`config.mk`:
```
export PLATFORM = sky130hd
export DESIGN_NAME = booth_mul_sched_flat
export DESIGN_NICKNAME = d
export VERILOG_FILES = /design/src/rtl/booth_pkg.sv /design/src/rtl/booth_mul_sched_if.sv /design/src/rtl/booth_substep.sv /design/src/rtl/booth_mul_sched.sv /design/src/flat_wrapper.sv
export SDC_FILE = /design/constraint.sdc
export NUM_CORES = 1
export LEC_CHECK = 0
export CORE_ASPECT_RATIO = 0.6
export CORE_MARGIN = 10
export CORE_UTILIZATION = 45
export CTS_CLUSTER_DIAMETER = 150
export DETAILED_ROUTE_END_ITERATION = 7
export GPL_ROUTABILITY_DRIVEN = 0
export GPL_TIMING_DRIVEN = 0
export PLACE_DENSITY = 0.76
export SYNTH_ARGS = -nofsm -noshare
export SYNTH_HDL_FRONTEND = slang
export SYNTH_SLANG_ARGS = --single-unit
export TNS_END_PERCENT = 30
```
`constraint.sdc`:
```
create_clock -name clk -period 8.15 [get_ports clk]
set_input_delay 1.63 -clock clk [delete_from_list [all_inputs] [get_ports clk]]
set_output_delay 1.63 -clock clk [all_outputs]
set_load 0.01 [all_outputs]
```
`src/rtl/booth_pkg.sv`:
```
// booth_pkg: shared constants and types for the Booth multiply scheduler.
//   WIDTH           operand width (32 only)
//   N_STEPS         Booth iterations per multiply (equals WIDTH)
//   STEPS_PER_CYCLE 1 by default, 2 when BOOTH_DUAL_STEP_EN is defined
//   CNT_W           width of the iteration counter (must hold N_STEPS)
//   state_t         scheduler FSM encoding
// Build option: BOOTH_DUAL_STEP_EN selects two chained substeps per cycle.
package booth_pkg;
  localparam int WIDTH   = 32;
  localparam int N_STEPS = 32;
`ifdef BOOTH_DUAL_STEP_EN
  localparam int STEPS_PER_CYCLE = 2;
`else
  localparam int STEPS_PER_CYCLE = 1;
`endif
  localparam int CNT_W = 6;

  typedef enum logic [1:0] {
    IDLE = 2'd0,
    RUN  = 2'd1,
    DONE = 2'd2
  } state_t;
endpackage

```
`src/rtl/booth_mul_sched_if.sv`:
```
// booth_mul_sched_if: request and result bundle of the Booth scheduler.
//   req_valid/req_ready   per-requester request handshake ([i] = requester i)
//   req_mcand/req_mplier  operands, requester i on bits [i*WIDTH +: WIDTH]
//   res_valid/res_ready   product handshake
//   res_product/res_id    signed product {acc,Q} and owning requester
// Handshake rule for both channels: a transfer happens on a rising clk edge
// where valid and ready are both high; a source keeps valid and its data
// stable until that edge; ready may depend combinationally on valid.
// master = requesters and result consumer, slave = the scheduler.
interface booth_mul_sched_if;
  import booth_pkg::*;

  logic [1:0]         req_valid;
  logic [1:0]         req_ready;
  logic [2*WIDTH-1:0] req_mcand;
  logic [2*WIDTH-1:0] req_mplier;
  logic               res_valid;
  logic               res_ready;
  logic [2*WIDTH-1:0] res_product;
  logic               res_id;

  modport master (
    output req_valid, req_mcand, req_mplier, res_ready,
    input  req_ready, res_valid, res_product, res_id
  );

  modport slave (
    input  req_valid, req_mcand, req_mplier, res_ready,
    output req_ready, res_valid, res_product, res_id
  );
endinterface

```
`src/rtl/booth_substep.sv`:
```
// booth_substep: one combinational radix-2 Booth iteration.
//   acc, q, q_m1, mcand   current accumulator, multiplier register, q[-1]
//   next_acc, next_q      values after add/sub and arithmetic right shift
//   q0_next               new q[-1] (the bit shifted out of q)
module booth_substep #(
  parameter int WIDTH = 32
) (
  input  logic [WIDTH-1:0] acc,
  input  logic [WIDTH-1:0] q,
  input  logic             q_m1,
  input  logic [WIDTH-1:0] mcand,
  output logic [WIDTH-1:0] next_acc,
  output logic [WIDTH-1:0] next_q,
  output logic             q0_next
);
  // One guard bit keeps the add/sub exact (e.g. 0 - (-2^31)); after the
  // right shift the result always fits back into WIDTH bits.
  logic [WIDTH:0] acc_x;
  logic [WIDTH:0] mcand_x;
  logic [WIDTH:0] sum;

  always_comb begin
    acc_x   = {acc[WIDTH-1], acc};
    mcand_x = {mcand[WIDTH-1], mcand};
    sum     = acc_x;
    case ({q[0], q_m1})
      2'b01:   sum = acc_x + mcand_x;
      2'b10:   sum = acc_x - mcand_x;
      default: sum = acc_x;
    endcase
    next_acc = sum[WIDTH:1];
    next_q   = {sum[0], q[WIDTH-1:1]};
    q0_next  = q[0];
  end
endmodule

```
`src/rtl/booth_mul_sched.sv`:
```
// booth_mul_sched: round-robin front end and sequencer for the iterative
// Booth datapath. Grants one of two requesters, runs N_STEPS Booth
// iterations, then holds the 64-bit signed product until it is accepted.
//   clk, rst_n  clock (rising edge), asynchronous active-low reset
//   bus         booth_mul_sched_if.slave (request/result channels)
//   busy        high in every state except IDLE
//   state_dbg   current FSM state
// Build option: BOOTH_DUAL_STEP_EN chains two substeps, halving RUN length.
module booth_mul_sched #(
  parameter int WIDTH   = booth_pkg::WIDTH,
  parameter int N_STEPS = booth_pkg::N_STEPS
) (
  input  logic              clk,
  input  logic              rst_n,
  booth_mul_sched_if.slave  bus,
  output logic              busy,
  output booth_pkg::state_t state_dbg
);
  import booth_pkg::*;

  localparam logic [CNT_W-1:0] STEP_INC = CNT_W'(STEPS_PER_CYCLE);
  localparam logic [CNT_W-1:0] LAST_CNT = CNT_W'(N_STEPS - STEPS_PER_CYCLE);

  state_t           state;
  logic [WIDTH-1:0] acc;
  logic [WIDTH-1:0] q;
  logic             q_m1;
  logic [WIDTH-1:0] mcand;
  logic [CNT_W-1:0] step_cnt;
  logic             rr_ptr;
  logic             id;
  logic             res_valid_r;

  logic [WIDTH-1:0] s_acc;
  logic [WIDTH-1:0] s_q;
  logic             s_q0;

`ifdef BOOTH_DUAL_STEP_EN
  logic [WIDTH-1:0] m_acc;
  logic [WIDTH-1:0] m_q;
  logic             m_q0;

  booth_substep #(.WIDTH(WIDTH)) u_step0 (
    .acc(acc), .q(q), .q_m1(q_m1), .mcand(mcand),
    .next_acc(m_acc), .next_q(m_q), .q0_next(m_q0)
  );
  booth_substep #(.WIDTH(WIDTH)) u_step1 (
    .acc(m_acc), .q(m_q), .q_m1(m_q0), .mcand(mcand),
    .next_acc(s_acc), .next_q(s_q), .q0_next(s_q0)
  );
`else
  booth_substep #(.WIDTH(WIDTH)) u_step0 (
    .acc(acc), .q(q), .q_m1(q_m1), .mcand(mcand),
    .next_acc(s_acc), .next_q(s_q), .q0_next(s_q0)
  );
`endif

  // Arbiter: only grants in IDLE; a tie goes to rr_ptr.
  logic       grant_id;
  logic [1:0] grant;

  always_comb begin
    grant    = 2'b00;
    grant_id = (bus.req_valid == 2'b11) ? rr_ptr : bus.req_valid[1];
    if (state == IDLE && bus.req_valid != 2'b00) begin
      grant[grant_id] = 1'b1;
    end
  end

  always_ff @(posedge clk or negedge rst_n) begin
    if (!rst_n) begin
      state       <= IDLE;
      acc         <= '0;
      q           <= '0;
      q_m1        <= 1'b0;
      mcand       <= '0;
      step_cnt    <= '0;
      rr_ptr      <= 1'b0;
      id          <= 1'b0;
      res_valid_r <= 1'b0;
    end else begin
      case (state)
        IDLE: begin
          if (grant != 2'b00) begin
            acc      <= '0;
            q        <= grant_id ? bus.req_mplier[2*WIDTH-1:WIDTH] : bus.req_mplier[WIDTH-1:0];
            mcand    <= grant_id ? bus.req_mcand[2*WIDTH-1:WIDTH]  : bus.req_mcand[WIDTH-1:0];
            q_m1     <= 1'b0;
            id       <= grant_id;
            step_cnt <= '0;
            rr_ptr   <= ~grant_id;
            state    <= RUN;
          end
        end
        RUN: begin
          acc      <= s_acc;
          q        <= s_q;
          q_m1     <= s_q0;
          step_cnt <= step_cnt + STEP_INC;
          if (step_cnt == LAST_CNT) begin
            res_valid_r <= 1'b1;
            state       <= DONE;
          end
        end
        DONE: begin
          // Return to IDLE only; the next grant needs a fresh IDLE cycle.
          if (bus.res_ready) begin
            res_valid_r <= 1'b0;
            state       <= IDLE;
          end
        end
        default: state <= IDLE;
      endcase
    end
  end

  assign bus.req_ready   = grant;
  assign bus.res_valid   = res_valid_r;
  assign bus.res_product = {acc, q};
  assign bus.res_id      = id;
  assign busy            = (state != IDLE);
  assign state_dbg       = state;
endmodule

```
`src/flat_wrapper.sv`:
```
// flat-port wrapper written by rule: the top's interface ports become plain ports
module booth_mul_sched_flat import booth_pkg::*;
#(
  parameter int WIDTH   = booth_pkg::WIDTH,
  parameter int N_STEPS = booth_pkg::N_STEPS
)
  (clk, rst_n, busy, state_dbg, bus_req_valid, bus_req_mcand, bus_req_mplier, bus_res_ready, bus_req_ready, bus_res_valid, bus_res_product, bus_res_id);
  booth_mul_sched_if bus_i ();
  input  logic clk;
  input  logic rst_n;
  output logic busy;
  output booth_pkg::state_t state_dbg;
  input wire logic [$bits(bus_i.req_valid)-1:0] bus_req_valid;
  input wire logic [$bits(bus_i.req_mcand)-1:0] bus_req_mcand;
  input wire logic [$bits(bus_i.req_mplier)-1:0] bus_req_mplier;
  input wire logic [$bits(bus_i.res_ready)-1:0] bus_res_ready;
  output wire logic [$bits(bus_i.req_ready)-1:0] bus_req_ready;
  output wire logic [$bits(bus_i.res_valid)-1:0] bus_res_valid;
  output wire logic [$bits(bus_i.res_product)-1:0] bus_res_product;
  output wire logic [$bits(bus_i.res_id)-1:0] bus_res_id;
  assign bus_i.req_valid = bus_req_valid;
  assign bus_i.req_mcand = bus_req_mcand;
  assign bus_i.req_mplier = bus_req_mplier;
  assign bus_i.res_ready = bus_res_ready;
  assign bus_req_ready = bus_i.req_ready;
  assign bus_res_valid = bus_i.res_valid;
  assign bus_res_product = bus_i.res_product;
  assign bus_res_id = bus_i.res_id;
  booth_mul_sched #(.WIDTH(WIDTH), .N_STEPS(N_STEPS)) u_core (.clk(clk), .rst_n(rst_n), .bus(bus_i), .busy(busy), .state_dbg(state_dbg));
endmodule
```
**Word level (Yosys, flattened, before mapping)**

Cells that the tools add are included.

- Register bits: 108
- Logic and storage cells: 61

- Add/subtract/negate cells: 3
- Order comparisons: 2
- Equality and inequality tests: 10
- Mux-type cells: 22
- Bitwise logic cells: 1
- Reductions and logical operators: 13

Operator list:

| cell | number |
|---|---|
| two-way mux 32 bit | 4 |
| one-hot mux 32 bit (2 select lines) | 2 |
| one-hot mux 33 bit (2 select lines) | 1 |
| adder 32 x 32 -> 33 bit | 1 |
| subtractor 32 x 32 -> 33 bit | 1 |
| one-hot mux 6 bit (2 select lines) | 1 |
| nonzero test 2 bit | 5 |
| AND reduction 3 bit | 3 |
| two-way mux 2 bit | 4 |
| adder 6 x 1 -> 6 bit, second input constant | 1 |
| equality test 2 bit, second input constant | 3 |
| equality test 6 x 5 -> 1 bit, second input constant | 1 |
| two-way mux 6 bit | 1 |
| one-hot mux 2 bit (3 select lines) | 1 |
| two-way mux 1 bit | 5 |
| equality test 2 x 1 -> 1 bit, second input constant | 2 |
| != test 2 bit, second input constant | 2 |
| one-hot mux 1 bit (2 select lines) | 2 |
| AND reduction 2 bit | 2 |
| != test 3 bit, second input constant | 1 |
| logical AND 1 bit | 2 |
| zero test 2 bit | 1 |
| < comparator 1 x 2 -> 1 bit, second input constant | 1 |
| != test 2 x 1 -> 1 bit, second input constant | 1 |
| other kinds (3) | 3 |

**Logic depth before layout (Yosys ltp)**

Gate-level depths: netlist (run 1).

- Depth in word-level cells: 10
- Depth in mapped cells: 20
- Gate-level depth less buffers: 19

**Cells and area by module**

A second synthesis (run 1) with hierarchy kept.

- Cell total of the unflattened synthesis: 973
- Area, all modules: 8584.5 sq um

By module, submodules not included:

| module | instances | cells each | area each (sq um) |
|---|---|---|---|
| booth_mul_sched | 1 | 507 | 5521.5 |
| booth_substep | 1 | 466 | 3062.9 |

**Worst setup path after synthesis (run 1)**

Ideal clock, no wire load.

- Kind: input-to-output
- Start point: input bus_req_valid[0]
- End point: output bus_req_ready[1]
- Data arrival time: 2524 ps
- Path slack: 3996 ps
- Stages on the path: 5
- Buffers on the path: 2
- Path through: inv_1 -> o21ai_0 -> nor2_1 -> clkbuf_1 -> clkbuf_1

- Longest elaborated chain between the ends: 7

RTL lines:

| what | line | source |
|---|---|---|
| from (decl) | flat_wrapper.sv:13 | `input wire logic [$bits(bus_i.req_valid)-1:0] bus_req_valid;` |
| equality test 2 bit | booth_mul_sched.sv:64 | `grant_id = (bus.req_valid == 2'b11) ? rr_ptr : bus.req_valid[1];` |
| two-way mux 1 bit | booth_mul_sched.sv:64 |  |
| < comparator 1 x 2 -> 1 bit (implied by the code) or greater-or-equal comparator 1 bit (tied branches) | booth_mul_sched.sv:66 | `grant[grant_id] = 1'b1;` |
| logical AND 1 bit (implied by the code) | booth_mul_sched.sv:66 |  |
| two-way mux 1 bit (implied by the code) | booth_mul_sched.sv:66 |  |
| demux 1 bit (select 1 bit) | - |  |
| two-way mux 2 bit (*) | booth_mul_sched.sv:65 | `if (state == IDLE && bus.req_valid != 2'b00) begin` |
| to (decl) | flat_wrapper.sv:17 | `output wire logic [$bits(bus_i.req_ready)-1:0] bus_req_ready;` |

Every way passes the cells marked *; elsewhere a longest branch is shown, timed or not.

**Worst setup path in the final report (run 1)**

- Start point: input bus_req_valid[0]
- End point: output bus_req_ready[0]

The elaborated chain is that of the path after synthesis.

==> run_results.csv, run 1 <==
group,metric,value,unit
status,status,"finished, violations left",
status,violations,"design-rule violations",
worst_setup_path,path_class,"in -> out",
worst_setup_path,arrival,4.10,ns
synthesis,synth_top_flop_cell,"dfrtp_1",
worst_setup_path,r2r_cells,18,
synthesis,yosysSeqAreaShare,0.378,
sta,max_freq,174,MHz
synthesis,avgSynthCellArea,8.70,um2
worst_setup_path,cpMostUsedCell,"clkdlybuf4s50_1",
synthesis,ys_top_cells_by_area,"dfrtp_1 (38%), a22oi_1 (6.6%), ha_1 (6.1%)",
die,io_pins,204,
drt,dr.first_iter.drc_count,1064,
sta,hold_viol_final,0,
grt,grt.total_usage,0.242,
sta,skew,0.0118,ns
worst_hold_path,holdCritStartpoint,"u_core.bus.res_id",
placement,place_area,9450,um2
grt,grt_pass1_wl,42000,um
sta,rsz0062_at_grt,"no",
final_layout,drive_above_1_share,0.0327,
sta,worst_slack,2.42,ns
final_layout,nets,1205,
worst_hold_path,whs_path_depth,2,
drt,finalWirelength,26800,um
grt,first_global_vias,7166,
clock_network,cts.clk_slew.worst_paths,0.08,ns
drt,final_antenna_net_count,0,
placement,hpwlAfterDp,21000,um
synthesis,synth_cell_types,58,
clock_network,cts-root-buf,"clkbuf_16",
die,die_w,183,um
die,die-area,21500,um2
synthesis,yosys.area.top_type,"dfrtp_1",
clock_network,post_cts_resized,0,
grt,antenna_found_initial,0,
worst_setup_path,critical_path_required,6.52,ns
sta,setup_viol,0,
die,num_rows,35,
sta,worst_hold_slack,0.504,ns
sta,slew_viol_final,0,
worst_setup_path,rr_startpoint,"u_core.mcand[10]",
clock_network,insertion_delay,0.36,ns
worst_setup_path,crit_fanout,10,
placement,dp_worst_setup_slack,2.43,ns
clock_network,cts_hold_buf,0,
clock_network,clockBufferDepth,2,
synthesis,netlist.area_leader.share,0.378,
synthesis,yosysWarningCount,0,
worst_setup_path,rr_endpoint,"u_core.acc[28]",
drt,vias,7519,
clock_network,cts_setup_buffers,0,
synthesis,synth-edff-count,0,
drt,vias_per_cell,6.05,
die,initial_utilization,0.462,
final_layout,finish.instance_area,9730,um2
drt,drcViolationCount,13,
worst_setup_path,cp-end-kind,"output port",
pwr,vdd_drop_max,0.000322,V
final_layout,multi_input_area,4030,um2
sta,period_share,0.704,
worst_hold_path,min_path_type,"reg -> reg",
clock_network,cts_tree,"yes",
final_layout,num_antenna_cells,0,
worst_setup_path,cpMaxStageDelayCell,"clkdlybuf4s50_1",
drt,dr.pass1.iters,8,
worst_hold_path,hold_end,"u_core.bus.res_id",
synthesis,ys_async_sr_fraction,1.00,
synthesis,ys_ff_latch,108,
grt,grt_overflow,0,
clock_network,numCtsBuffers,9,
job,maxCapViolations,0,
grt,grt_start_max_net_pins,59,
worst_setup_path,cp_top_family,"buffers and inverters",
drt,wl_per_cell,21.5,um
synthesis,synth.cell_area,7140,um2
sta,worst_pin_slew,1.03,ns
final_layout,syn_to_final_growth,36.3,%
sta,setup_tns,0,ns
placement,io_buffers,203,
worst_setup_path,path_buf_inv,5,
worst_setup_path,cp_cell_sequence,"clkdlybuf4s50_1 -> inv_1 -> a211oi_1 -> clkbuf_1 -> buf_1 -> clkdlybuf4s50_1",
synthesis,syn_inst,821,
clock_network,htreeDepth,3,
die,dieHeight,118,um
pwr,power.leakage,4.16,nW
die,core,15500,um2
worst_setup_path,r2r_slack,3.39,ns
sta,relSlewSlack,0.308,
worst_setup_path,cp_slowest_stage_delay,0.65,ns
worst_setup_path,critPathLaunchType,"primary input",
final_layout,area.sequential,2700,um2
final_layout,nFillCells,1364,
clock_network,clock_sinks,108,
pwr,p_per_area,555,nW/um2
sta,period_needed,5.73,ns
pwr,totalPowerFinal,5.40,mW
synthesis,synth_nets,990,
## report_power, final
part           switching [mW]  internal (mW)
clock network           0.228          0.214
logic                    2.18           1.61
registers               0.345          0.823
## metrics by stage
step,cells,util
finish,1243,0.630
floorplan,821,-
detailed placement,1228,0.611
global route,1243,0.630
CTS,1243,0.630
global placement,1227,0.610
## state kept, by name (all words and copies together) (netlist names)
register / count
u_core.acc: 32
u_core.mcand: 32
u_core.q: 32
u_core.step_cnt: 6
u_core.state_dbg: 2
u_core.bus.res_id: 1
u_core.bus.res_valid: 1
u_core.q_m1: 1
u_core.rr_ptr: 1
## final cells by class
cell class / instances / area share
Multi-Input combinational cell: 606 / 0.414
Sequential cell: 108 / 0.278
Timing Repair Buffer: 204 / 0.211
Tap cell: 203 / 0.0261
Clock buffer: 9 / 0.0231
Buffer: 56 / 0.0225
Inverter: 51 / 0.0197
Clock inverter: 6 / 0.00578
## worst reg2reg max path, delay by kind of cell, from the launching register on
kind            cells  cell delay (ns)
compound gates      3             0.74
xor+xnor            2             0.27
fa+ha+maj           1             0.29
buf+inv             1             0.31
flops               1             0.45
mux                 1             0.28
simple gates       10             2.27
## cells by family after synthesis
logic type | Yosys count | share of synthesized area
flip-flops | 108 | 0.378
adder cells (fa/ha/maj) | 36 | 0.0641
AO/OA/AOI/OAI | 282 | 0.274
multiplexers | 7 | 0.00981
XOR/XNOR | 58 | 0.0711
AND/OR/NAND/NOR | 223 | 0.145
buffers and inverters | 107 | 0.0575
## placed cells by master (no fill, tap or decap), drive strengths merged, types with 4 or more instances in the layout
| master | instances |
|---|---|
| a211oi | 6 |
| a21o | 11 |
| a21oi | 66 |
| a222oi | 32 |
| a22oi | 63 |
| a31oi | 13 |
| a32oi | 4 |
| buf | 13 |
| clkbuf | 54 |
| clkdlybuf4s50 | 202 |
| dfrtp | 108 |
| ha | 35 |
| inv | 55 |
| mux2i | 7 |
| nand2 | 76 |
| nand3 | 34 |
| nand4 | 10 |
| nor2 | 61 |
| nor3 | 16 |
| nor4 | 4 |
| o211ai | 12 |
| o21ai | 52 |
| o21bai | 4 |
| o31ai | 7 |
| xnor2 | 40 |
| xor2 | 18 |
## cells in the mapped netlist (all sizes together) (10+ instances only)
cell    number
a21o        11
a21oi       66
a222oi      32
a22oi       63
a31oi       13
buf         11
clkbuf      45
dfrtp      108
ha          35
inv         51
nand2       76
nand3       34
nand4       10
nor2        61
nor3        16
o211ai      12
o21ai       52
xnor2       40
xor2        18
## metal layers
metal | GRT usage | vias up | part of all wire
li1 | - | 3459 | -
met1 | 0.355 | 3576 | 0.45
met2 | 0.325 | 466 | 0.40
met3 | 0.103 | 18 | 0.14
met4 | 0.0304 | 0 | 0.0060
met5 | 0 | - | 0
## worst max path at each step
| stage | from | end | slack [ns] | depth (start not counted) |
|---|---|---|---|---|
| final | bus_req_valid[0] | bus_req_ready[0] | 2.42 | 6 |
| after global routing | bus_req_valid[0] | bus_req_ready[0] | 2.28 | 6 |
| after CTS | bus_req_valid[0] | bus_req_ready[0] | 2.43 | 6 |
| after detailed placement | bus_req_valid[0] | bus_req_ready[0] | 2.43 | 6 |
| after global placement | rst_n | u_core.q[9] | 1.17 | 1 |
| after floorplan | bus_req_valid[0] | bus_req_ready[1] | 4.00 | 5 |
(Power assumes the default switching activity.)
==> run 2, diff against run 1 <==
==> constraint.sdc (replaced) <==
create_clock -name clk -period 5.6 [get_ports clk]
set_input_delay 1.12 -clock clk [delete_from_list [all_inputs] [get_ports clk]]
set_output_delay 1.12 -clock clk [all_outputs]
set_load 0.01 [all_outputs]
==> results of run 2 <==
Same layout as run 1 (identical final DEF). Status: finished, violations left: design-rule violations.
Main changes from that run: setup slack after placement 2.43 ns -> 0.902 ns; setup slack after layout 2.42 ns -> 0.842 ns; start point of the critical path bus_req_valid[0] -> u_core.mcand[10]; end point of the critical path bus_req_ready[0] -> u_core.acc[28]; register-to-register setup slack 3.39 ns -> 0.84 ns; total power 5.40 mW -> 7.86 mW; worst IR drop on VDD 0.000322 V -> 0.000469 V
